### src/rtl/uart_tx_if.sv
// Read-side link from a first-word-fall-through FIFO to uart_tx.
// master: the transmitter that pops words. slave: the FIFO that supplies them.
interface uart_tx_if #(
    parameter int unsigned DATA_WIDTH = 8
);
    logic                  fifo_empty;
    logic [DATA_WIDTH-1:0] fifo_data;
    logic                  fifo_ren;

    modport master (
        input  fifo_empty,
        input  fifo_data,
        output fifo_ren
    );

    modport slave (
        output fifo_empty,
        output fifo_data,
        input  fifo_ren
    );
endinterface

### src/rtl/uart_tx.sv
// UART transmitter fed from a FWFT FIFO: start bit, DATA_WIDTH bits LSB first, stop bit.
// Define UART_TX_PARITY_EN to insert an even-parity bit between the data and stop bits.
module uart_tx #(
    parameter int unsigned DATA_WIDTH   = 8,
    parameter int unsigned CLKS_PER_BIT = 16
) (
    input  logic      r_clk,
    input  logic      r_rst,
    uart_tx_if.master fifo,
    output logic      tx,
    output logic      tx_busy
);
    localparam int unsigned BAUD_W = $clog2(CLKS_PER_BIT);
    localparam int unsigned BIT_W  = $clog2(DATA_WIDTH + 1);

    localparam logic [BAUD_W-1:0] BAUD_MAX = BAUD_W'(CLKS_PER_BIT - 1);
    localparam logic [BIT_W-1:0]  BIT_LAST = BIT_W'(DATA_WIDTH - 1);

`ifdef UART_TX_PARITY_EN
    typedef enum logic [2:0] {StIdle, StStart, StData, StParity, StStop} state_e;
`else
    typedef enum logic [1:0] {StIdle, StStart, StData, StStop} state_e;
`endif

    state_e                state_q, state_d;
    logic [BAUD_W-1:0]     baud_q, baud_d;
    logic [BIT_W-1:0]      bit_q, bit_d;
    logic [DATA_WIDTH-1:0] shift_q, shift_d;
    logic [DATA_WIDTH-1:0] shift_nxt;
    logic                  tx_q, tx_d;
    logic                  busy_q, busy_d;
    logic                  pop;
    logic                  baud_end;
`ifdef UART_TX_PARITY_EN
    logic                  parity_q, parity_d;
`endif

    // Pop strobe is combinational so the word is consumed in the cycle it is seen.
    assign pop           = (state_q == StIdle) && !fifo.fifo_empty && !r_rst;
    assign fifo.fifo_ren = pop;
    assign baud_end      = (baud_q == BAUD_MAX);
    assign shift_nxt     = shift_q >> 1;

    always_comb begin
        state_d  = state_q;
        baud_d   = baud_q;
        bit_d    = bit_q;
        shift_d  = shift_q;
        tx_d     = tx_q;
        busy_d   = busy_q;
`ifdef UART_TX_PARITY_EN
        parity_d = parity_q;
`endif
        unique case (state_q)
            StIdle: begin
                if (pop) begin
                    shift_d  = fifo.fifo_data;
                    baud_d   = '0;
                    bit_d    = '0;
                    tx_d     = 1'b0;
                    busy_d   = 1'b1;
                    state_d  = StStart;
`ifdef UART_TX_PARITY_EN
                    parity_d = ^fifo.fifo_data;
`endif
                end
            end
            StStart: begin
                if (baud_end) begin
                    baud_d  = '0;
                    tx_d    = shift_q[0];
                    state_d = StData;
                end else begin
                    baud_d = baud_q + BAUD_W'(1);
                end
            end
            StData: begin
                if (baud_end) begin
                    baud_d  = '0;
                    shift_d = shift_nxt;
                    if (bit_q == BIT_LAST) begin
                        bit_d   = '0;
`ifdef UART_TX_PARITY_EN
                        tx_d    = parity_q;
                        state_d = StParity;
`else
                        tx_d    = 1'b1;
                        state_d = StStop;
`endif
                    end else begin
                        bit_d = bit_q + BIT_W'(1);
                        tx_d  = shift_nxt[0];
                    end
                end else begin
                    baud_d = baud_q + BAUD_W'(1);
                end
            end
`ifdef UART_TX_PARITY_EN
            StParity: begin
                if (baud_end) begin
                    baud_d  = '0;
                    tx_d    = 1'b1;
                    state_d = StStop;
                end else begin
                    baud_d = baud_q + BAUD_W'(1);
                end
            end
`endif
            StStop: begin
                if (baud_end) begin
                    baud_d  = '0;
                    tx_d    = 1'b1;
                    busy_d  = 1'b0;
                    state_d = StIdle;
                end else begin
                    baud_d = baud_q + BAUD_W'(1);
                end
            end
            default: begin
                state_d = StIdle;
                tx_d    = 1'b1;
                busy_d  = 1'b0;
            end
        endcase
    end

    always_ff @(posedge r_clk) begin
        if (r_rst) begin
            state_q  <= StIdle;
            baud_q   <= '0;
            bit_q    <= '0;
            shift_q  <= '0;
            tx_q     <= 1'b1;
            busy_q   <= 1'b0;
`ifdef UART_TX_PARITY_EN
            parity_q <= 1'b0;
`endif
        end else begin
            state_q  <= state_d;
            baud_q   <= baud_d;
            bit_q    <= bit_d;
            shift_q  <= shift_d;
            tx_q     <= tx_d;
            busy_q   <= busy_d;
`ifdef UART_TX_PARITY_EN
            parity_q <= parity_d;
`endif
        end
    end

    assign tx      = tx_q;
    assign tx_busy = busy_q;
endmodule

### src/flat_wrapper.sv
// flat-port wrapper written by rule: the top's interface ports become plain ports
module uart_tx_flat 
#(
    parameter int unsigned DATA_WIDTH   = 8,
    parameter int unsigned CLKS_PER_BIT = 16
)
  (r_clk, r_rst, tx, tx_busy, fifo_fifo_empty, fifo_fifo_data, fifo_fifo_ren);
  uart_tx_if #(.DATA_WIDTH(DATA_WIDTH)) fifo_i ();
  input  logic r_clk;
  input  logic r_rst;
  output logic tx;
  output logic tx_busy;
  input wire logic [$bits(fifo_i.fifo_empty)-1:0] fifo_fifo_empty;
  input wire logic [$bits(fifo_i.fifo_data)-1:0] fifo_fifo_data;
  output wire logic [$bits(fifo_i.fifo_ren)-1:0] fifo_fifo_ren;
  assign fifo_i.fifo_empty = fifo_fifo_empty;
  assign fifo_i.fifo_data = fifo_fifo_data;
  assign fifo_fifo_ren = fifo_i.fifo_ren;
  uart_tx #(.DATA_WIDTH(DATA_WIDTH), .CLKS_PER_BIT(CLKS_PER_BIT)) u_core (.r_clk(r_clk), .r_rst(r_rst), .fifo(fifo_i), .tx(tx), .tx_busy(tx_busy));
endmodule
### config.mk
export PLATFORM = sky130hd
export DESIGN_NAME = uart_tx_flat
export DESIGN_NICKNAME = d
export VERILOG_FILES = /design/src/rtl/uart_tx_if.sv /design/src/rtl/uart_tx.sv /design/src/flat_wrapper.sv
export SDC_FILE = /design/constraint.sdc
export NUM_CORES = 1
export LEC_CHECK = 0
export CAP_MARGIN = 20
export CORE_MARGIN = 2
export CORE_UTILIZATION = 40
export CTS_CLUSTER_DIAMETER = 30
export CTS_CLUSTER_SIZE = 24
export DETAILED_ROUTE_END_ITERATION = 10
export HOLD_SLACK_MARGIN = 0.03
export PLACE_DENSITY_LB_ADDON = 0.2
export SETUP_SLACK_MARGIN = 0.5
export SLEW_MARGIN = 20
export SYNTH_ARGS = -nofsm -noshare
export SYNTH_HDL_FRONTEND = slang
export SYNTH_SLANG_ARGS = --single-unit
export TNS_END_PERCENT = 1
### constraint.sdc
create_clock -name r_clk -period 2.1 [get_ports r_clk]
set_clock_uncertainty 0.1 [all_clocks]
set_input_delay 0.315 -clock r_clk [delete_from_list [all_inputs] [get_ports r_clk]]
set_output_delay 0.315 -clock r_clk [all_outputs]
set_load 0.1 [all_outputs]
* Word-level counts from Yosys, hierarchy flattened *
Index checks and enable logic that the tools add are counted.

word-level totals
  register bits = 20
  input port bits = 11
  output and inout bits = 3
  logic and storage cells = 54

operators by class
  add/sub/neg operators = 2
  equal/unequal tests = 10
  multiplexer cells = 24
  reductions and logical operators = 12

operators with widths
  operator                                                                number
  4-bit 2-to-1 mux                                                        4
  8-bit 2-to-1 mux                                                        2
  4-bit case mux with 2 select lines                                      2
  8-bit case mux with 2 select lines                                      1
  2-bit 2-to-1 mux                                                        5
  4-bit by 1-bit adder with 4-bit output (second input constant)          2
  2-bit by 1-bit != test with 1-bit output (second input constant)        4
  2-bit case mux with 4 select lines                                      1
  1-bit 2-to-1 mux                                                        7
  3-bit AND reduction                                                     2
  5-bit AND reduction                                                     1
  2-bit equality test (second input constant)                             2
  4-bit by 3-bit equality test with 1-bit output (second input constant)  1
  4-bit equality test (second input constant)                             1
  1-bit case mux with 4 select lines                                      1
  4-bit AND reduction                                                     1
  2-bit nonzero test                                                      2
  3-bit OR reduction                                                      1
  2-bit by 1-bit equality test with 1-bit output (second input constant)  1
  1-bit logical AND                                                       2
  1-bit zero test                                                         2
  2-bit zero test                                                         1
  2-bit != test (second input constant)                                   1
  1-bit case mux with 2 select lines                                      1

* Logic depth before layout (Yosys ltp) *
Gate-level depths: netlist of the first run.

  depth after elaboration = 5
  depth in mapped cells = 8
  gate-level depth less buffers = 6

* Worst setup path before layout of the first run *
OpenSTA, ideal clock, no wires.

  path type = register to output
  from = register u_core.state_q[0]
  to = output port fifo_fifo_ren
  arrival = 2,868 ps
  slack = -1,183 ps
  cell stages (with the launch flop) = 4
  path buffers = 0
  path through = dfxtp_1 > inv_1 > ha_1 > nor3b_1

on the way
  longest elaborated chain between the ends = 3

ends and longest elaborated chain
  item                             RTL line            RTL
  start: declaration               uart_tx.sv:25       state_e state_q, state_d;
  start signal: assignment         uart_tx.sv:129      state_q <= StIdle;
  start signal: assignment         uart_tx.sv:139      state_q <= state_d;
  2-bit zero test                  uart_tx.sv:39       assign pop = (state_q == StIdle) && !fifo.fifo_empty && !r_rst;
  1-bit logical AND (2 in series)  uart_tx.sv:39
  end: declaration                 flat_wrapper.sv:15  output wire logic [$bits(fifo_i.fifo_ren)-1:0] fifo_fifo_ren;

No other way between the ends.

* Worst setup path after layout of the first run *
Ends and elaborated chain as after synthesis.

==> results of run 1 <==
-- flip-flops by register name, indices dropped and copies added (netlist names) --
name / flops
u_core.shift_q: 8
u_core.baud_q: 4
u_core.bit_q: 4
u_core.state_q: 2
u_core.tx: 1
u_core.tx_busy: 1
-- layout by cell type (no fill, tap or decap), types with 3 or more instances in the layout --
cell | synthesis | final
a211oi_1 | 5 | 5
a21oi_1 | 9 | 9
buf_4 | 1 | 13
clkbuf_4 | 0 | 3
clkdlybuf4s50_1 | 0 | 8
dfxtp_1 | 20 | 17
ha_1 | 7 | 4
mux2i_1 | 8 | 8
nand2_1 | 7 | 7
nand3_1 | 3 | 3
nor2_1 | 11 | 11
o21ai_0 | 5 | 4
-- cells by family after synthesis --
logic type | count (synthesis)
AND/OR/NAND/NOR | 38
AO/OA/AOI/OAI | 34
flip-flops | 20
buffers and inverters | 10
multiplexers | 9
adder cells (fa/ha/maj) | 7
-- critical path, stage by stage, from the launching register on --
cell     delay [ns]
dfxtp_4        0.37
inv_4          0.07
ha_4           0.15
nor3b_4        0.22
buf_12         0.20
-- where the power goes --
group          switching [mW]  internal (mW)  leakage (nW)
combinational           0.653          0.487         0.325
clock                   0.110         0.0667        0.0138
sequential             0.0612          0.485         0.165
total                   0.824           1.04         0.504
-- routing by layer --
metal	track usage (%)	vias up	share of wire (%)
met2	25.2	20	48
met1	19.9	448	47
met4	7.48	0	0.66
met5	0	-	0
li1	-	484	-
met3	3.26	2	4.2
-- layout make-up --
type / instances / area, um2
sequential: 20 / 407
clock buffer: 3 / 22.5
fill: 258 / 1140
multi-input combinational: 88 / 658
inverter: 4 / 17.5
tap: 30 / 37.5
timing repair buffer: 26 / 238
-- repair_timing --
action | 4_1_cts | 5_1_grt
endpoints found under the hold margin | 0 | 0
pin swaps | 3 | 1
endpoints found under the setup margin | 16 | 19
buffers inserted | 4 | 0
hold buffers | 0 | 0
resized for setup | 10 | 0
-- worst max-delay path by stage --
stage | from | to | slack [ns] | cells past startpoint
6_report | u_core.state_q[0] | fifo_fifo_ren | 0.39 | 4
5_1_grt | u_core.state_q[0] | fifo_fifo_ren | 0.30 | 4
4_1_cts | u_core.state_q[0] | fifo_fifo_ren | 0.37 | 4
3_5_place_dp | r_rst | u_core.baud_q[3] | 0.12 | 5
3_3_place_gp | r_rst | u_core.baud_q[3] | 0.18 | 5
2_1_floorplan | u_core.state_q[1] | fifo_fifo_ren | 0.29 | 3
-- per-stage QoR --
step | area (um2) | utilization [%] | total power [mW] | worst slack, ns | std cells
after floorplan | 1110 | - | 1.37 | 0.291 | 118
after global placement | 1310 | 52.0 | 1.59 | 0.179 | 164
after detailed placement | 1310 | 52.0 | 1.62 | 0.118 | 164
after CTS | 1380 | 54.7 | 1.88 | 0.373 | 171
after global routing | 1380 | 54.7 | 2.00 | 0.300 | 171
final | 1380 | 54.7 | 1.86 | 0.386 | 171
==> results.toml, run 1 <==
[outcome]
outcome = "complete, no violations"

[cts]
clock_path_buffers = 2
root_buffer = "clkbuf_4"
cts_sinks = 20
cts_tree = "yes"
clk_pin_slew_worst_paths_ns = 0.11
cts_buffers = 3
clkLatencyLatePin_ns = 0.29
h-tree-depth = 1

[synthesis]
synth_compound_area_share_pct = 22.7
yosys.area_share.simple_pct = 18.8
synthesis.nets = 136
yosysWarnings = 0
synth_commonest_cells = "dfxtp_1 (20), nor2_1 (11), a21oi_1 (9), mux2i_1 (8)"
ys_async_sr_fraction_pct = 0
postSynthAreaPerCell_um2 = 9.21
syn_inst = 118
synth_cell_types = 41
synth_xor_area_share_pct = 0
synth_enable_flop_cells = 0
yosysMostFrequentCell = "dfxtp_1"
synth_flop_cell = "dfxtp_1"
synth-seq-cells = 20
muxShareOfSynthArea_pct = 8.40
netlist_area_um2 = 1090
synthAdderAreaFrac_pct = 8.06
synth_area_leaders = "dfxtp_1 (37%), ha_1 (8.1%), mux2i_1 (7.4%)"
ys_seq_area_share_pct = 36.8
synth_top_family_by_area = "compound AO/OA/AOI/OAI gates"
synth_top_area_share_pct = 36.8
yosysTopAreaCell = "dfxtp_1"

[timing]
holdWs_ns = 0.380
max_slew_margin_pct = 81.2
fin_crit_sh_pct = 81.6
fmax_mhz = 583
hold_viol = 0
finalSetupTns_ns = 0
setup_viol = 0
rsz0062_at_grt = "yes"
min_period_ns = 1.71
slew_violations = 0
tightest_slew_ns = 0.278

[worst_hold_path]
min_to = "u_core.baud_q[0]"
hold_start = "u_core.baud_q[0]"
hold_class = "flip-flop to flip-flop"
whs_path_depth = 2

[route]
ant_nets = 0
via_per_inst = 5.58
drtIter0Drc = 12
drc = 0
drt-pass1-iter-count = 4
wl_per_cell_um = 13.2
vias = 954
wl_mm = 2.26

[setup_path]
reg2regPathDepth = 7
path_class = "flip-flop to output port"
r2r_start = "u_core.state_q[0]"
start_kind = "flip-flop"
crit_fanout = 4
r2r-end = "u_core.shift_q[1]"
rrSetupSlack_ns = 0.42
arrival_ns = 1.30
end_kind = "output port"
required_ns = 1.68

[floorplanning]
dieHeight_um = 56.1
initial_core_util_pct = 43.1
die_w_um = 56.1
fp.coreArea_um2 = 2520
dieArea_um2 = 3150
io_pins = 14
row_count = 18

[place]
io_buffers = 13
hpwl_mm = 1.69
gp_congestion = 0.777

[grt]
grt_pass1_vias = 934
antenna_found_initial = 0
overflow = 0
grt_usage_pct = 15.7
grt_pass1_wl_mm = 3.98
grt_max_degree = 13

[power_and_ir_drop]
peakVddDrop_mv = 0.799
p_per_area_nw_per_um2 = 1350
power.leakage_nw = 0.504

[job]
cap_viol_max_count = 0

[finish]
drive_gt1_share_pct = 24.8
antenna_cells = 0
synthToLayoutAreaGrowth_pct = 26.9
layout.nets = 161
Power figures use the tool's default switching activity.
==> run 2: changes to the inputs <==
clock period = 1.6 ns   (was 2.1 ns; I/O delays follow)
==> run 2 against run 1 <==
Net effect:
- the flow now finishes with violations (negative setup slack)
- critical path depth is the same
- setup slack lost 0.50 ns
- combinational power grew 54%
- utilization grew 5.0 points
- largest power group unchanged
==> results.toml, run 2 (synthesis gave the netlist of run 1 again) <==
[setup_path]
start_kind = "input port"
crit_start = "r_rst"
r2r_start = "u_core.state_q[1]"
arrival_ns = 1.38
r2r-end = "u_core.shift_q[0]"
crit_fanout = 20
reg2regPathDepth = 7
end_kind = "output port"
rrSetupSlack_ns = -0.10
path_class = "input port to output port"
required_ns = 1.26

[timing]
max_slew_margin_pct = 77.1
min_period_ns = 1.72
tightest_slew_ns = 0.342
hold_viol = 0
rsz0062_at_grt = "yes"
fin_crit_sh_pct = 107
holdWs_ns = 0.399
slew_violations = 0
setup_viol = 11
layout_setup_ws_ns = -0.117
fmax_mhz = 582
finalSetupTns_ns = -0.592

[outcome]
outcome = "finished with violations"
violations = "negative setup slack"

[route]
drc = 0
wl_mm = 2.34
drt-pass1-iter-count = 4
via_per_inst = 5.50
ant_nets = 0
vias = 1001
wl_per_cell_um = 12.9
drtIter0Drc = 9

[finish]
layout.nets = 172
top_regs = "u_core.shift_q (8), u_core.baud_q (4), u_core.bit_q (4)"
fillerInstances = 240
mostFrequentLayoutCells = "buf_4 (22), dfxtp_1 (15), nor2_1 (11)"
utilization_pct = 59.7
largest_reg_flops = 8
drive_gt1_share_pct = 34.9
antenna_cells = 0
largest_register = "u_core.shift_q"
multiInputGateArea_um2 = 677
seq_area_um2 = 407
final_common_cell = "buf_4"
synthToLayoutAreaGrowth_pct = 38.5
final_cell_count_no_fill = 182

[cts]
clkLatencyLatePin_ns = 0.29
cts_buffers = 3
h-tree-depth = 1
root_buffer = "clkbuf_4"
clock_path_buffers = 2
clk_pin_slew_worst_paths_ns = 0.11
cts_sinks = 20
cts_tree = "yes"

[power_and_ir_drop]
power.leakage_nw = 0.560
peakVddDrop_mv = 1.22
power_mw = 2.72
p_per_area_nw_per_um2 = 1810

[grt]
antenna_found_initial = 0
overflow = 0
grt_pass1_vias = 1004
grt_usage_pct = 16.2
grt_pass1_wl_mm = 4.17
grt_max_degree = 21

[worst_hold_path]
hold_class = "flip-flop to flip-flop"
whs_path_depth = 2
hold_start = "u_core.tx_busy"
min_to = "u_core.tx_busy"

[floorplanning]
die_w_um = 56.1
dieArea_um2 = 3150
initial_core_util_pct = 43.1
fp.coreArea_um2 = 2520
io_pins = 14
dieHeight_um = 56.1
row_count = 18

[place]
io_buffers = 13
placed_cells = 176
hpwl_mm = 1.76
gp_congestion = 0.830

[job]
cap_viol_max_count = 0
## run 2: cell types whose count changed in the layout (fill, tap and decap cells not counted), sizes merged
| cell | delta |
|---|---|
| clkdlybuf4s50 | +2 |
| dlygate4sd2 | -2 |
| buf | +11 |
## run 2: routing by layer
layer / track usage (%) / vias up / part of all wire (%)
li1: - / 507 / -
met1: 19.5 / 477 / 45
met2: 27.7 / 13 / 50
met3: 3.26 / 4 / 3.4
met4: 7.14 / 0 / 1.3
met5: 0 / - / 0
## run 2: timing repair
item	4_1_cts	5_1_grt
gates resized for setup	13	1
buffers inserted	3	0
setup endpoints to repair	23	23
hold buffers	0	0
pin swaps	7	4
## run 2: how the worst max path moves through the flow
stage,to,slack (ns)
after floorplan,fifo_fifo_ren,-0.13
after global placement,u_core.baud_q[3],-0.24
after detailed placement,u_core.shift_q[5],-0.29
after CTS,fifo_fifo_ren,-0.15
after global routing,fifo_fifo_ren,-0.18
final,fifo_fifo_ren,-0.12
## run 2: worst max-delay path, stage by stage
cell and delay (ns):
clkdlybuf4s50_1 0.45, buf_4 0.24, nor3b_4 0.24, buf_12 0.20
## run 2: layout make-up
type                            count  share of cell area, %
Multi-Input combinational cell     88                   44.9
Sequential cell                    20                   27.0
Timing Repair Buffer               37                   23.1
Tap cell                           30                   2.49
Clock buffer                        3                   1.50
Inverter                            4                  0.997
## run 2: stage by stage
step                worst slack, ns  cell area [um2]
finish                       -0.117             1510
floorplan                    -0.134             1110
CTS                          -0.147             1500
global route                 -0.184             1510
detailed placement           -0.292             1430
global placement             -0.242             1430
## run 2: where the power goes
| part | total [mW] | switching [mW] | internal [mW] |
|---|---|---|---|
| clock network | 0.236 | 0.148 | 0.0875 |
| registers | 0.729 | 0.0910 | 0.638 |
| logic | 1.76 | 0.901 | 0.857 |
==> run 3: changes to the inputs <==
RECOVER_POWER = 50   (was unset)
==> run 3 against run 2 <==
Net effect:
- the run still ends with negative setup slack left
- clock power is essentially flat
- total power shrank 3.5%
- combinational power shrank 5%
- critical path depth stayed put
- count of clock-buffer cells in the layout unchanged
- global-route usage unchanged
- non-clock buffer count stayed put
- worst hold slack got worse by 0.031 ns
- register-to-register slack is essentially flat
- highest routed layer unchanged
- largest power group unchanged
- maximum frequency is the same
- first-iteration DRC count grew 11%
- sequential power fell by 2%
==> results.toml, run 3 (synthesis gave the netlist of run 1 again) <==
[timing]
layout_setup_ws_ns = -0.117
tightest_slew_ns = 0.538
fin_crit_sh_pct = 107
slew_violations = 0
fmax_mhz = 582
min_period_ns = 1.72
rsz0062_at_grt = "yes"
hold_viol = 0
holdWs_ns = 0.368
max_slew_margin_pct = 64.3
setup_viol = 11

[place]
placed_cells = 176
placed_area_um2 = 1430
io_buffers = 13
dp_slack_ns = -0.292
hpwl_mm = 1.76
gp_congestion = 0.830

[job]
cap_viol_max_count = 0

[setup_path]
required_ns = 1.26
path_delay_family = "buffers and inverters"
crit_fanout = 20
r2r_start = "u_core.state_q[1]"
r2r-end = "u_core.shift_q[0]"
crit_slowest_cell = "clkdlybuf4s50_1"
cp.buffers_inverters = 3
path_cells = "clkdlybuf4s50_1 > buf_4 > nor3b_4 > buf_12"
end_kind = "output port"
rrSetupSlack_ns = -0.10
critical_path.max_stage_delay_ns = 0.45
start_kind = "input port"
path_class = "input port to output port"
arrival_ns = 1.38
reg2regPathDepth = 7

[finish]
largest_register = "u_core.shift_q"
final_common_cell = "buf_4"
antenna_cells = 0
layout.nets = 172
synthToLayoutAreaGrowth_pct = 35.8
mostFrequentLayoutCells = "buf_4 (22), dfxtp_1 (15), nor2_1 (11)"
final_cell_count_no_fill = 182
top_regs = "u_core.shift_q (8), u_core.baud_q (4), u_core.bit_q (4)"
largest_reg_flops = 8
utilization_pct = 58.5
stdcell_area_um2 = 1480
drive_gt1_share_pct = 34.9

[route]
wl_per_cell_um = 12.9
drc = 0
wl_mm = 2.34
ant_nets = 0
vias = 1001
drt-pass1-iter-count = 4
drtIter0Drc = 10
via_per_inst = 5.50

[power_and_ir_drop]
combPwrFrac_pct = 63.9
power_frac_seq_pct = 27.2
power.leakage_nw = 0.550
p_sw_mw = 1.13
p_per_area_nw_per_um2 = 1780
power.internal_mw = 1.50
peakVddDrop_mv = 1.21
power_frac_clock_pct = 9.0
switching_share_pct = 42.8

[cts]
clk_pin_slew_worst_paths_ns = 0.11
cts_buffers = 3
clock_path_buffers = 2
cts_hold_buf = 0
cts_sinks = 20
h-tree-depth = 1
clkLatencyLatePin_ns = 0.29
cts_tree = "yes"
root_buffer = "clkbuf_4"

[outcome]
outcome = "finished with violations"
violations = "negative setup slack"

[grt]
grt_usage_pct = 16.2
grt_pass1_wl_mm = 4.17
use_met2_pct = 27.7
met1_usage_pct = 19.5
antenna_found_initial = 0
overflow = 0
met3_usage_pct = 3.26
grt_pass1_vias = 1004
grt_max_degree = 21
grt-busiest-layer = "met2"

[worst_hold_path]
hold_start = "u_core.tx"
whs_path_depth = 2
hold_class = "flip-flop to flip-flop"
min_to = "u_core.tx"

[floorplanning]
initial_core_util_pct = 43.1
io_pins = 14
dieHeight_um = 56.1
dieArea_um2 = 3150
die_w_um = 56.1
fp.coreArea_um2 = 2520
row_count = 18
==> run 3: worst max path at each step <==
stage,cells after the start,slack (ns),end,start
after floorplan,3,-0.13,fifo_fifo_ren,u_core.state_q[1]
after global placement,5,-0.24,u_core.baud_q[3],fifo_fifo_empty
after detailed placement,6,-0.29,u_core.shift_q[5],fifo_fifo_empty
after CTS,5,-0.15,fifo_fifo_ren,u_core.state_q[0]
after global routing,5,-0.18,fifo_fifo_ren,u_core.state_q[0]
final,4,-0.12,fifo_fifo_ren,r_rst
==> run 3: metrics by stage <==
stage,setup TNS (ns),power [mW]
floorplan,-0.460,1.80
global placement,-2.66,2.35
detailed placement,-3.30,2.38
CTS,-0.683,2.74
global route,-1.59,2.80
finish,-0.593,2.63
==> run 3: repair_timing <==
item,CTS,global route
gates resized for setup,13,1
endpoints found under the hold margin,0,0
buffers inserted,3,0
setup endpoints to repair,23,23
pin swaps,7,4
==> run 3: power groups by stage <==
stage	logic, mW	clock network (mW)	registers, mW
final	1.68	0.236	0.713
after global routing	1.80	0.265	0.733
after CTS	1.76	0.248	0.730
after detailed placement	1.65	0	0.734
after global placement	1.62	0	0.728
after floorplan	0.903	0	0.898
==> run 3: routing by layer <==
metal / wire [um] / up-vias / share of wire [%]
met5: 0 / - / 0
met4: 30 / 0 / 1.3
met3: 79 / 4 / 3.4
met2: 1170 / 13 / 50
met1: 1060 / 477 / 45
li1: - / 507 / -
==> run 3: final cells by class <==
class,instances,area (um2)
timing repair buffer,37,318
clock buffer,3,22.5
inverter,4,15.0
multi-input combinational,88,677
sequential,20,407
fill,242,1050
tap,30,37.5
==> run 3: worst register-to-register path: stages (launching register included) <==
cell,delay [ns]
dfxtp_2,0.36
inv_2,0.05
ha_4,0.17
o21a_1,0.14
a211oi_4,0.35
buf_4,0.21
nor2_1,0.04
a211oi_1,0.20
